==> src/rtl/debug_pkg.sv <==
// Shared constants and helpers for the debug counter bank: mode encodings,
// channel-select width and the per-channel step/init constant.
package debug_pkg;

  localparam logic MODE_WRAP = 1'b0;
  localparam logic MODE_SAT  = 1'b1;

  localparam int CH_SEL_W = 3;

  // Channel i both starts at and advances by 1 << (i*step_shift), kept inside width bits.
  function automatic logic [63:0] init_val(input int i, input int step_shift, input int width);
    logic [63:0] mask;
    mask = (width >= 64) ? '1 : ((64'(1) << width) - 64'(1));
    return (64'(1) << (i * step_shift)) & mask;
  endfunction

endpackage

==> src/rtl/debug_counter_bank_if.sv <==
// Read port of the debug counter bank: request/channel in, registered data/valid/error out.
interface debug_counter_bank_if
  import debug_pkg::*;
#(
  parameter int WIDTH = 16
) ();

  logic                rd_req;
  logic [CH_SEL_W-1:0] rd_ch;
  logic                rd_valid;
  logic [WIDTH-1:0]    rd_data;
  logic                rd_err;

  modport master (
    output rd_req,
    output rd_ch,
    input  rd_valid,
    input  rd_data,
    input  rd_err
  );

  modport slave (
    input  rd_req,
    input  rd_ch,
    output rd_valid,
    output rd_data,
    output rd_err
  );

endinterface

==> src/rtl/debug_counter_ch.sv <==
// One debug counter channel: count register plus sticky overflow flag,
// with clear > load > increment > hold priority.
module debug_counter_ch
  import debug_pkg::*;
#(
  parameter int WIDTH      = 16,
  parameter int CH_IDX     = 0,
  parameter int STEP_SHIFT = 4
) (
  input  logic             CLK,
  input  logic             Reset,
  input  logic             clr,
  input  logic             load,
  input  logic [WIDTH-1:0] load_val,
  input  logic             inc,
  input  logic             sat_mode,
  output logic [WIDTH-1:0] count,
  output logic             ovf
);

  localparam logic [WIDTH-1:0] STEP = WIDTH'(init_val(CH_IDX, STEP_SHIFT, WIDTH));

  // One extra bit so the carry out of the add is visible.
  logic [WIDTH:0]   sum;
  logic [WIDTH-1:0] inc_val;

  // NOTE: combinational blocks assign every output a default first so no latch is inferred.
  always_comb begin
    sum     = {1'b0, count} + {1'b0, STEP};
    inc_val = sum[WIDTH-1:0];
    if (sum[WIDTH] && (sat_mode == MODE_SAT)) begin
      inc_val = '1;
    end
  end

  // NOTE: sequential state is updated with non-blocking assignments only.
  always_ff @(posedge CLK or posedge Reset) begin
    if (Reset) begin
      count <= STEP;
      ovf   <= 1'b0;
    end else if (clr) begin
      count <= STEP;
      ovf   <= 1'b0;
    end else if (load) begin
      count <= load_val;
    end else if (inc) begin
      count <= inc_val;
      if (sum[WIDTH]) begin
        ovf <= 1'b1;
      end
    end
  end

endmodule

==> src/rtl/debug_counter_bank.sv <==
// Bank of N_CH debug counters for CPU bring-up, with load decode and a
// latency-1 registered read port returning the pre-update value of one channel.
module debug_counter_bank
  import debug_pkg::*;
#(
  parameter int WIDTH      = 16,
  parameter int N_CH       = 4,
  parameter int STEP_SHIFT = 4
) (
  input  logic                  CLK,
  input  logic                  Reset,
  input  logic                  freeze,
  input  logic [N_CH-1:0]       en,
  input  logic [N_CH-1:0]       sat_mode,
  input  logic [N_CH-1:0]       clr,
  input  logic                  load,
  input  logic [CH_SEL_W-1:0]   load_ch,
  input  logic [WIDTH-1:0]      load_val,
  output logic [N_CH*WIDTH-1:0] count,
  output logic [N_CH-1:0]       ovf,
  debug_counter_bank_if.slave   rd
);

  if (N_CH < 1 || N_CH > 8 || (N_CH - 1) * STEP_SHIFT >= WIDTH) begin : g_bad_cfg
    $error("debug_counter_bank: unsupported N_CH/STEP_SHIFT/WIDTH combination");
  end

  logic [WIDTH-1:0] ch_count [N_CH];
  logic [N_CH-1:0]  load_hit;

  for (genvar i = 0; i < N_CH; i++) begin : g_ch
    // Loads aimed at a channel index beyond N_CH never match and are dropped.
    assign load_hit[i] = load && (load_ch == CH_SEL_W'(i));

    debug_counter_ch #(
      .WIDTH      (WIDTH),
      .CH_IDX     (i),
      .STEP_SHIFT (STEP_SHIFT)
    ) u_ch (
      .CLK      (CLK),
      .Reset    (Reset),
      .clr      (clr[i]),
      .load     (load_hit[i]),
      .load_val (load_val),
      .inc      (en[i] && !freeze),
      .sat_mode (sat_mode[i]),
      .count    (ch_count[i]),
      .ovf      (ovf[i])
    );

    assign count[i*WIDTH +: WIDTH] = ch_count[i];
  end

  logic [WIDTH-1:0] rd_mux;
  logic             rd_hit;

  always_comb begin
    rd_mux = '0;
    rd_hit = 1'b0;
    for (int i = 0; i < N_CH; i++) begin
      if (rd.rd_ch == CH_SEL_W'(i)) begin
        rd_mux = ch_count[i];
        rd_hit = 1'b1;
      end
    end
  end

  // Sampling the live counters gives the value held before this edge's update.
  always_ff @(posedge CLK or posedge Reset) begin
    if (Reset) begin
      rd.rd_valid <= 1'b0;
      rd.rd_data  <= '0;
      rd.rd_err   <= 1'b0;
    end else begin
      rd.rd_valid <= rd.rd_req;
      if (rd.rd_req) begin
        rd.rd_data <= rd_mux;
        rd.rd_err  <= !rd_hit;
      end
    end
  end

endmodule

==> src/flat_wrapper.sv <==
// flat-port wrapper written by rule: the top's interface ports become plain ports
module debug_counter_bank_flat import debug_pkg::*;
#(
  parameter int WIDTH      = 16,
  parameter int N_CH       = 4,
  parameter int STEP_SHIFT = 4
)
  (CLK, Reset, freeze, en, sat_mode, clr, load, load_ch, load_val, count, ovf, rd_rd_req, rd_rd_ch, rd_rd_valid, rd_rd_data, rd_rd_err);
  debug_counter_bank_if #(.WIDTH(WIDTH)) rd_i ();
  input  logic CLK;
  input  logic Reset;
  input  logic freeze;
  input  logic [N_CH-1:0] en;
  input  logic [N_CH-1:0] sat_mode;
  input  logic [N_CH-1:0] clr;
  input  logic load;
  input  logic [CH_SEL_W-1:0] load_ch;
  input  logic [WIDTH-1:0] load_val;
  output logic [N_CH*WIDTH-1:0] count;
  output logic [N_CH-1:0] ovf;
  input wire logic [$bits(rd_i.rd_req)-1:0] rd_rd_req;
  input wire logic [$bits(rd_i.rd_ch)-1:0] rd_rd_ch;
  output wire logic [$bits(rd_i.rd_valid)-1:0] rd_rd_valid;
  output wire logic [$bits(rd_i.rd_data)-1:0] rd_rd_data;
  output wire logic [$bits(rd_i.rd_err)-1:0] rd_rd_err;
  assign rd_i.rd_req = rd_rd_req;
  assign rd_i.rd_ch = rd_rd_ch;
  assign rd_rd_valid = rd_i.rd_valid;
  assign rd_rd_data = rd_i.rd_data;
  assign rd_rd_err = rd_i.rd_err;
  debug_counter_bank #(.WIDTH(WIDTH), .N_CH(N_CH), .STEP_SHIFT(STEP_SHIFT)) u_core (.CLK(CLK), .Reset(Reset), .freeze(freeze), .en(en), .sat_mode(sat_mode), .clr(clr), .load(load), .load_ch(load_ch), .load_val(load_val), .count(count), .ovf(ovf), .rd(rd_i));
endmodule
==> config.mk <==
export PLATFORM = sky130hd
export DESIGN_NAME = debug_counter_bank_flat
export DESIGN_NICKNAME = d
export VERILOG_FILES = /design/src/rtl/debug_pkg.sv /design/src/rtl/debug_counter_bank_if.sv /design/src/rtl/debug_counter_ch.sv /design/src/rtl/debug_counter_bank.sv /design/src/flat_wrapper.sv
export SDC_FILE = /design/constraint.sdc
export NUM_CORES = 1
export LEC_CHECK = 0
export ABC_AREA = 1
export BUFFER_PORTS_ARGS = -buffer_cell sky130_fd_sc_hd__buf_2
export CORE_ASPECT_RATIO = 0.6
export CORE_MARGIN = 2
export CORE_UTILIZATION = 55
export DETAILED_ROUTE_END_ITERATION = 10
export HOLD_SLACK_MARGIN = 0.15
export PLACE_DENSITY = 0.85
export REMOVE_ABC_BUFFERS = 1
export SLEW_MARGIN = 25
export SYNTH_ARGS = -nofsm -noshare
export SYNTH_HDL_FRONTEND = slang
export SYNTH_SLANG_ARGS = --single-unit
==> constraint.sdc <==
create_clock -name CLK -period 3.4 [get_ports CLK]
set_clock_uncertainty 0.1 [all_clocks]
set_input_delay 0.34 -clock CLK [delete_from_list [all_inputs] [get_ports CLK]]
set_output_delay 0.34 -clock CLK [all_outputs]
set_load 0.01 [all_outputs]
* After elaboration in Yosys (flattened, before gate mapping) *
Cells that the tools add are included.

storage, ports and cells
  bits in registers = 86
  bits in latches = 0
  RAM bits = 0
  bits in read-only memories = 0
  bits of input ports = 39
  output and inout bits = 86
  memories = 0

operators by class
  add/sub/neg operators = 4
  $mul = 0
  divide/modulo/power cells = 0
  order comparisons = 0
  eq/ne operators = 10
  shifts and indexed selects = 0
  multiplexer cells = 40
  bitwise operators = 0
  reduce and logical (&&, ||, !) cells = 32

operators by type and width
  kind                    number
  $mux 16                 20
  $mux 1                  20
  $add 16x1->17 const B   1
  $add 16x13->17 const B  1
  $add 16x5->17 const B   1
  $add 16x9->17 const B   1
  $reduce_bool 2->1       8
  $eq 3x2->1 const B      4
  $logic_and 1x1->1       12
  $reduce_and 3->1        4
  $reduce_bool 3->1       4
  $ne 2x2->1 const B      4
  $eq 3x1->1 const B      2
  $logic_not 3->1         2
  $logic_not 1->1         2

* Depth between registers and ports, before layout *
  word-level depth = 6
  depth in mapped cells = 10

* By module *
Synthesis repeated with hierarchy kept, for this count alone.

second synthesis, totals
  cells, all modules = 890
  area, all modules = 6002.0 um^2

modules (own cells, without submodules)
  module                                  times used  cells an instance  area an instance (um^2)  seq. area each (um^2)
  debug_counter_bank                      1           221                1391.3                   450.4
  debug_counter_ch (u_core.g_ch[0].u_ch)  1           195                1303.8                   426.7
  debug_counter_ch (u_core.g_ch[1].u_ch)  1           192                1255.0                   426.7
  debug_counter_ch (u_core.g_ch[2].u_ch)  1           159                1089.8                   426.7
  debug_counter_ch (u_core.g_ch[3].u_ch)  1           123                962.2                    426.7

* Worst setup path after synthesis *
OpenSTA, ideal clock, no wires.

  path kind = register to register
  from = reg u_core.g_ch[2].u_ch.count[8]
  to = reg u_core.g_ch[2].u_ch.count[4]
  library setup time = 0.117 ns
  arrival = 1.567 ns
  path slack = 1.616 ns
  stages on the path, launching flop included = 9
  path through = dfstp_2 ha_1 nand3_2 nor2_4 nand4_4 o21ai_4 inv_4 nand2_1 nand2_1

on the way
  word-level cells in the longest chain between the ends = 6

RTL lines
  element                   RTL line                text
  start: declaration        debug_counter_ch.sv:17  output logic [WIDTH-1:0] count,
  start signal: assignment  debug_counter_ch.sv:45  count <= load_val;
  start signal: assignment  debug_counter_ch.sv:47  count <= inc_val;
  $add 16x9->17             debug_counter_ch.sv:29  sum = {1'b0, count} + {1'b0, STEP};
  $logic_and 1x1->1         debug_counter_ch.sv:31  if (sum[WIDTH] && (sat_mode == MODE_SAT)) begin
  $mux 16                   debug_counter_ch.sv:31
  $mux 16                   debug_counter_ch.sv:46  end else if (inc) begin
  $mux 16                   debug_counter_ch.sv:44  end else if (load) begin
  $mux 16                   debug_counter_ch.sv:41  end else if (clr) begin

No other way between the ends. The select of a mux whose other input is x is not followed.
A chain may end at the register's enable or synchronous reset.

* Worst setup path after layout *
  from = reg u_core.g_ch[3].u_ch.count[12]
  to = reg u_core.g_ch[3].u_ch.count[10]

on the way
  word-level cells in the longest chain between the ends = 6

RTL lines
  element                   RTL line
  start: declaration        debug_counter_ch.sv:17
  start signal: assignment  debug_counter_ch.sv:45
  start signal: assignment  debug_counter_ch.sv:47
  $add 16x13->17            debug_counter_ch.sv:29
  $logic_and 1x1->1         debug_counter_ch.sv:31
  $mux 16                   debug_counter_ch.sv:31
  $mux 16                   debug_counter_ch.sv:46
  $mux 16                   debug_counter_ch.sv:44
  $mux 16                   debug_counter_ch.sv:41

No other way between the ends. The select of a mux whose other input is x is not followed.

==> impl_metrics.py <==
metrics = {
    "cts": {
        "numCtsBuffers": 9,
        "insertion_delay_of_the_later_clocked_pin_in_the_worst_skew_pair_ns": 0.35,
        "clk_root_buffer_cell": "clkbuf_16",
        "htree_num_levels": 3,
        "cts.clk_slew.worst_paths_ns": 0.06,
        "cts_sinks": 86,
        "clock_tree.buffer_depth": 2,
        "tritoncts": "yes",
        "cts.repair_timing.setup_buffer_count": 0,
    },
    "floorplan": {
        "placeableCoreArea_um2": 9320,
        "floorplan.die.height_um": 80.4,
        "initial_utilization_pct": 57.4,
        "dieArea_um2": 10600,
        "top_level_ports": 125,
        "core.rowCount": 27,
        "die_w_um": 131,
    },
    "global_routing": {
        "wire_length_of_the_first_global_routing_pass_mm": 28.4,
        "global_route.overflow_total": 0,
        "grt_max_degree": 49,
        "grt_antenna_before_repair": 0,
        "grt_use_total_pct": 35.1,
        "via_count_of_the_first_global_routing_pass": 5391,
    },
    "synthesis": {
        "synthCells": 729,
        "syn_area_per_cell_um2": 7.34,
        "synth.ff_latch_count": 86,
        "synth_enable_flop_cells": 0,
        "synth_top_flop_cell": "dfrtp_1",
        "yosysSeqAreaShare_pct": 40.3,
        "synth-async-reset-ratio_pct": 100,
        "yosysWarningCount": 0,
        "synth.cell_area_um2": 5350,
        "synth.distinct_cells": 43,
    },
    "worst_hold_path": {
        "min_from": "rd_rd_ch[2]",
        "min-delay-path-class": "in -> reg",
        "worst_hold_path.num_cells": 3,
        "worst_hold_path.endpoint": "u_core.rd.rd_err",
    },
    "sta": {
        "unrepaired_setup_endpoints_after_global_routing": "false",
        "finalSetupViolCount": 0,
        "worst-slew-pin-transition_ns": 0.771,
        "max_slew_margin_vs_limit_pct": 48.6,
        "setup_total_negative_slack_ns": 0,
        "timing_max_transition_violations_final": 0,
        "achievable_clock_frequency_ghz": 0.429,
        "final-hold-violation-count": 0,
        "finalCritPeriodShare_pct": 68.6,
        "timing.final.crit_period_ns": 2.33,
    },
    "critical_path": {
        "timing.critical_path.required_ns": 3.55,
        "timing.setup.critical_path_class": "reg -> reg",
        "cp_cell_sequence": "ha_1 -> nand2_1 -> nor2_1 -> nand3_1 -> nand2_1 -> nand2_1 -> o21ai_0",
        "timing.critical_path.slowest_stage_cell": "dfstp_2",
        "crit-reg2reg-launch": "u_core.g_ch[3].u_ch.count[12]",
        "critical_path.endpoint_type": "register",
        "worst_r2r_endpoint": "u_core.g_ch[3].u_ch.count[10]",
        "reg2reg_slack_ns": 1.07,
        "worst-endpoint-arrival_ns": 2.48,
        "crit_fanout": 12,
        "setup.worst_path.start_class": "register",
        "worst-r2r-cell-count": 7,
        "slowest_delay_ns": 0.59,
        "crit_top_cell": "nand2_1",
    },
    "routing": {
        "route.detailed.drc": 0,
        "route.vias.total": 5861,
        "ant_nets": 0,
        "drt-pass1-iter-count": 6,
        "route.detailed.vias_per_inst": 5.98,
        "avgRoutedWirePerCell_um": 18.3,
        "dr.first_iter.drc_count": 873,
        "drt-total-wl_mm": 17.9,
    },
    "cells_and_area": {
        "area_growth_pct": 18.9,
        "antenna-diode-count": 0,
        "net_count_of_the_finished_layout": 888,
        "utilization_pct": 68.2,
        "drive_above_1_share_pct": 21.4,
        "finalNonFillerCells": 980,
        "layout.filler_cells": 816,
    },
    "place": {
        "dpl.hpwl_mm": 13.5,
        "gp_congestion": 1.06,
        "total_instance_count_after_detailed_placement": 960,
        "io_buffer_count": 124,
    },
    "power_and_ir_drop": {
        "cell_internal_pwr_w": 0.00193,
        "power.net_switching_w": 0.000858,
        "power_frac_seq_pct": 43.4,
        "cellLeakagePower_nw": 3.35,
        "comb_power_share_pct": 18.2,
        "power-per-cell-area_nw_per_um2": 438,
        "max-vdd-ir-drop_v": 0.000268,
        "sw_frac_of_total_pct": 30.8,
        "power_frac_clock_pct": 38.4,
    },
    "run_status": {
        "outcome": "complete, no violations",
    },
    "flow_run": {
        "drv_cap": 0,
    },
}
-- power groups by stage --
stage | Sequential (W) | Combinational [W] | Clock, W
finish | 0.00121 | 0.000508 | 0.00107
CTS | 0.00120 | 0.000500 | 0.00108
floorplan | 0.00123 | 0.000257 | 0
global route | 0.00122 | 0.000558 | 0.00112
global placement | 0.00122 | 0.000479 | 0
detailed placement | 0.00122 | 0.000492 | 0
-- repair_timing --
item                      4_1_cts  5_1_grt
hold buffers                    4        0
hold endpoints to repair       39        0
resized for setup               0        0
-- worst max path at each step --
stage | from | endpoint | slack [ns] | cells after the start
after floorplan | Reset | u_core.g_ch[0].u_ch.count[10] | 0.74 | 1
final | u_core.g_ch[3].u_ch.count[12] | u_core.g_ch[3].u_ch.count[10] | 1.07 | 7
after CTS | u_core.g_ch[3].u_ch.count[12] | u_core.g_ch[3].u_ch.count[10] | 1.12 | 7
after global placement | u_core.g_ch[3].u_ch.count[12] | u_core.g_ch[3].u_ch.count[11] | 1.38 | 7
after global routing | u_core.g_ch[3].u_ch.count[12] | u_core.g_ch[3].u_ch.count[5] | 0.86 | 7
after detailed placement | u_core.g_ch[3].u_ch.count[12] | u_core.g_ch[3].u_ch.count[10] | 1.14 | 7
-- metrics by stage --
stage                     worst slack (ns)  cell area (um2)  hold WS [ns]  power, W
after floorplan                      0.745             5180         0.271   0.00149
after global placement                1.38             6000         0.356   0.00170
after detailed placement              1.14             6000         0.375   0.00171
after CTS                             1.12             6360         0.157   0.00278
after global routing                 0.857             6360         0.166   0.00289
final                                 1.07             6360         0.169   0.00279
-- layer usage --
layer | track usage (%) | part of all wire [%] | up-vias
li1 | - | - | 2635
met1 | 49.5 | 42 | 2684
met2 | 52.1 | 41 | 480
met3 | 11.0 | 14 | 62
met4 | 10.1 | 2.8 | 0
met5 | 0 | 0 | -
-- cell usage after synthesis, types with 10 or more instances --
cell     number  area [um2]
o22ai_1      16         100
dfrtp_1      82        2050
nand3_1      61         305
xor2_1       18         158
buf_2        11        55.1
o21ai_0      42         210
a21oi_1      40         200
nor3_1       10        50.1
nand2_1     196         736
nor2_1       62         233
inv_1        82         308
nand4_1      15        93.8
-- cell type report --
class / instances / area [um2] / share of cell area [%]
multi-input combinational: 528 / 2690 / 42.3
sequential: 86 / 2160 / 33.9
timing repair buffer: 131 / 696 / 10.9
inverter: 89 / 340 / 5.35
clock buffer: 10 / 229 / 3.60
tap: 130 / 163 / 2.56
clock inverter: 6 / 86.3 / 1.36
-- worst max-delay path, delay by kind of cell (launching register included) --
kind	cells	cell delay [ns]
adders and majority gates	1	0.20
DFF	1	0.59
and+or+nand+nor	5	1.08
AOI/OAI and AO/OA	1	0.27
-- kinds of logic after synthesis --
logic type	Yosys count	synth area share [%]
buf+inv	115	9.41
simple gates	376	32.4
compound gates	128	13.7
xor+xnor	20	3.28
fa+ha+maj	4	0.936
flops	86	40.3
-- placed cells by master (no fill, tap or decap), types with 4 or more instances in the layout --
| cell type | synthesis | final |
|---|---|---|
| clkbuf_16 | 0 | 9 |
| a31oi_1 | 7 | 7 |
| buf_2 | 11 | 124 |
| nand4_1 | 15 | 15 |
| inv_1 | 82 | 81 |
| ha_1 | 4 | 4 |
| nor3_1 | 10 | 10 |
| dlygate4sd3_1 | 0 | 4 |
| o21ai_0 | 42 | 42 |
| nand2_1 | 196 | 196 |
| o22ai_1 | 16 | 16 |
| xor2_1 | 18 | 18 |
| o21ai_1 | 6 | 6 |
| nor2_1 | 62 | 62 |
| nor2_2 | 8 | 8 |
| nand3_1 | 61 | 61 |
| dfstp_2 | 4 | 4 |
| a41oi_1 | 8 | 8 |
| a21oi_1 | 40 | 40 |
| nand3_2 | 6 | 6 |
| dfrtp_1 | 82 | 82 |
-- registers in the layout (all words and copies together), names as in the netlist --
| name | cells |
|---|---|
| u_core.g_ch.u_ch.count | 64 |
| u_core.g_ch.u_ch.ovf | 4 |
| u_core.rd.rd_err | 1 |
| u_core.rd.rd_data | 16 |
| u_core.rd.rd_valid | 1 |
(Power assumes the default switching activity.)
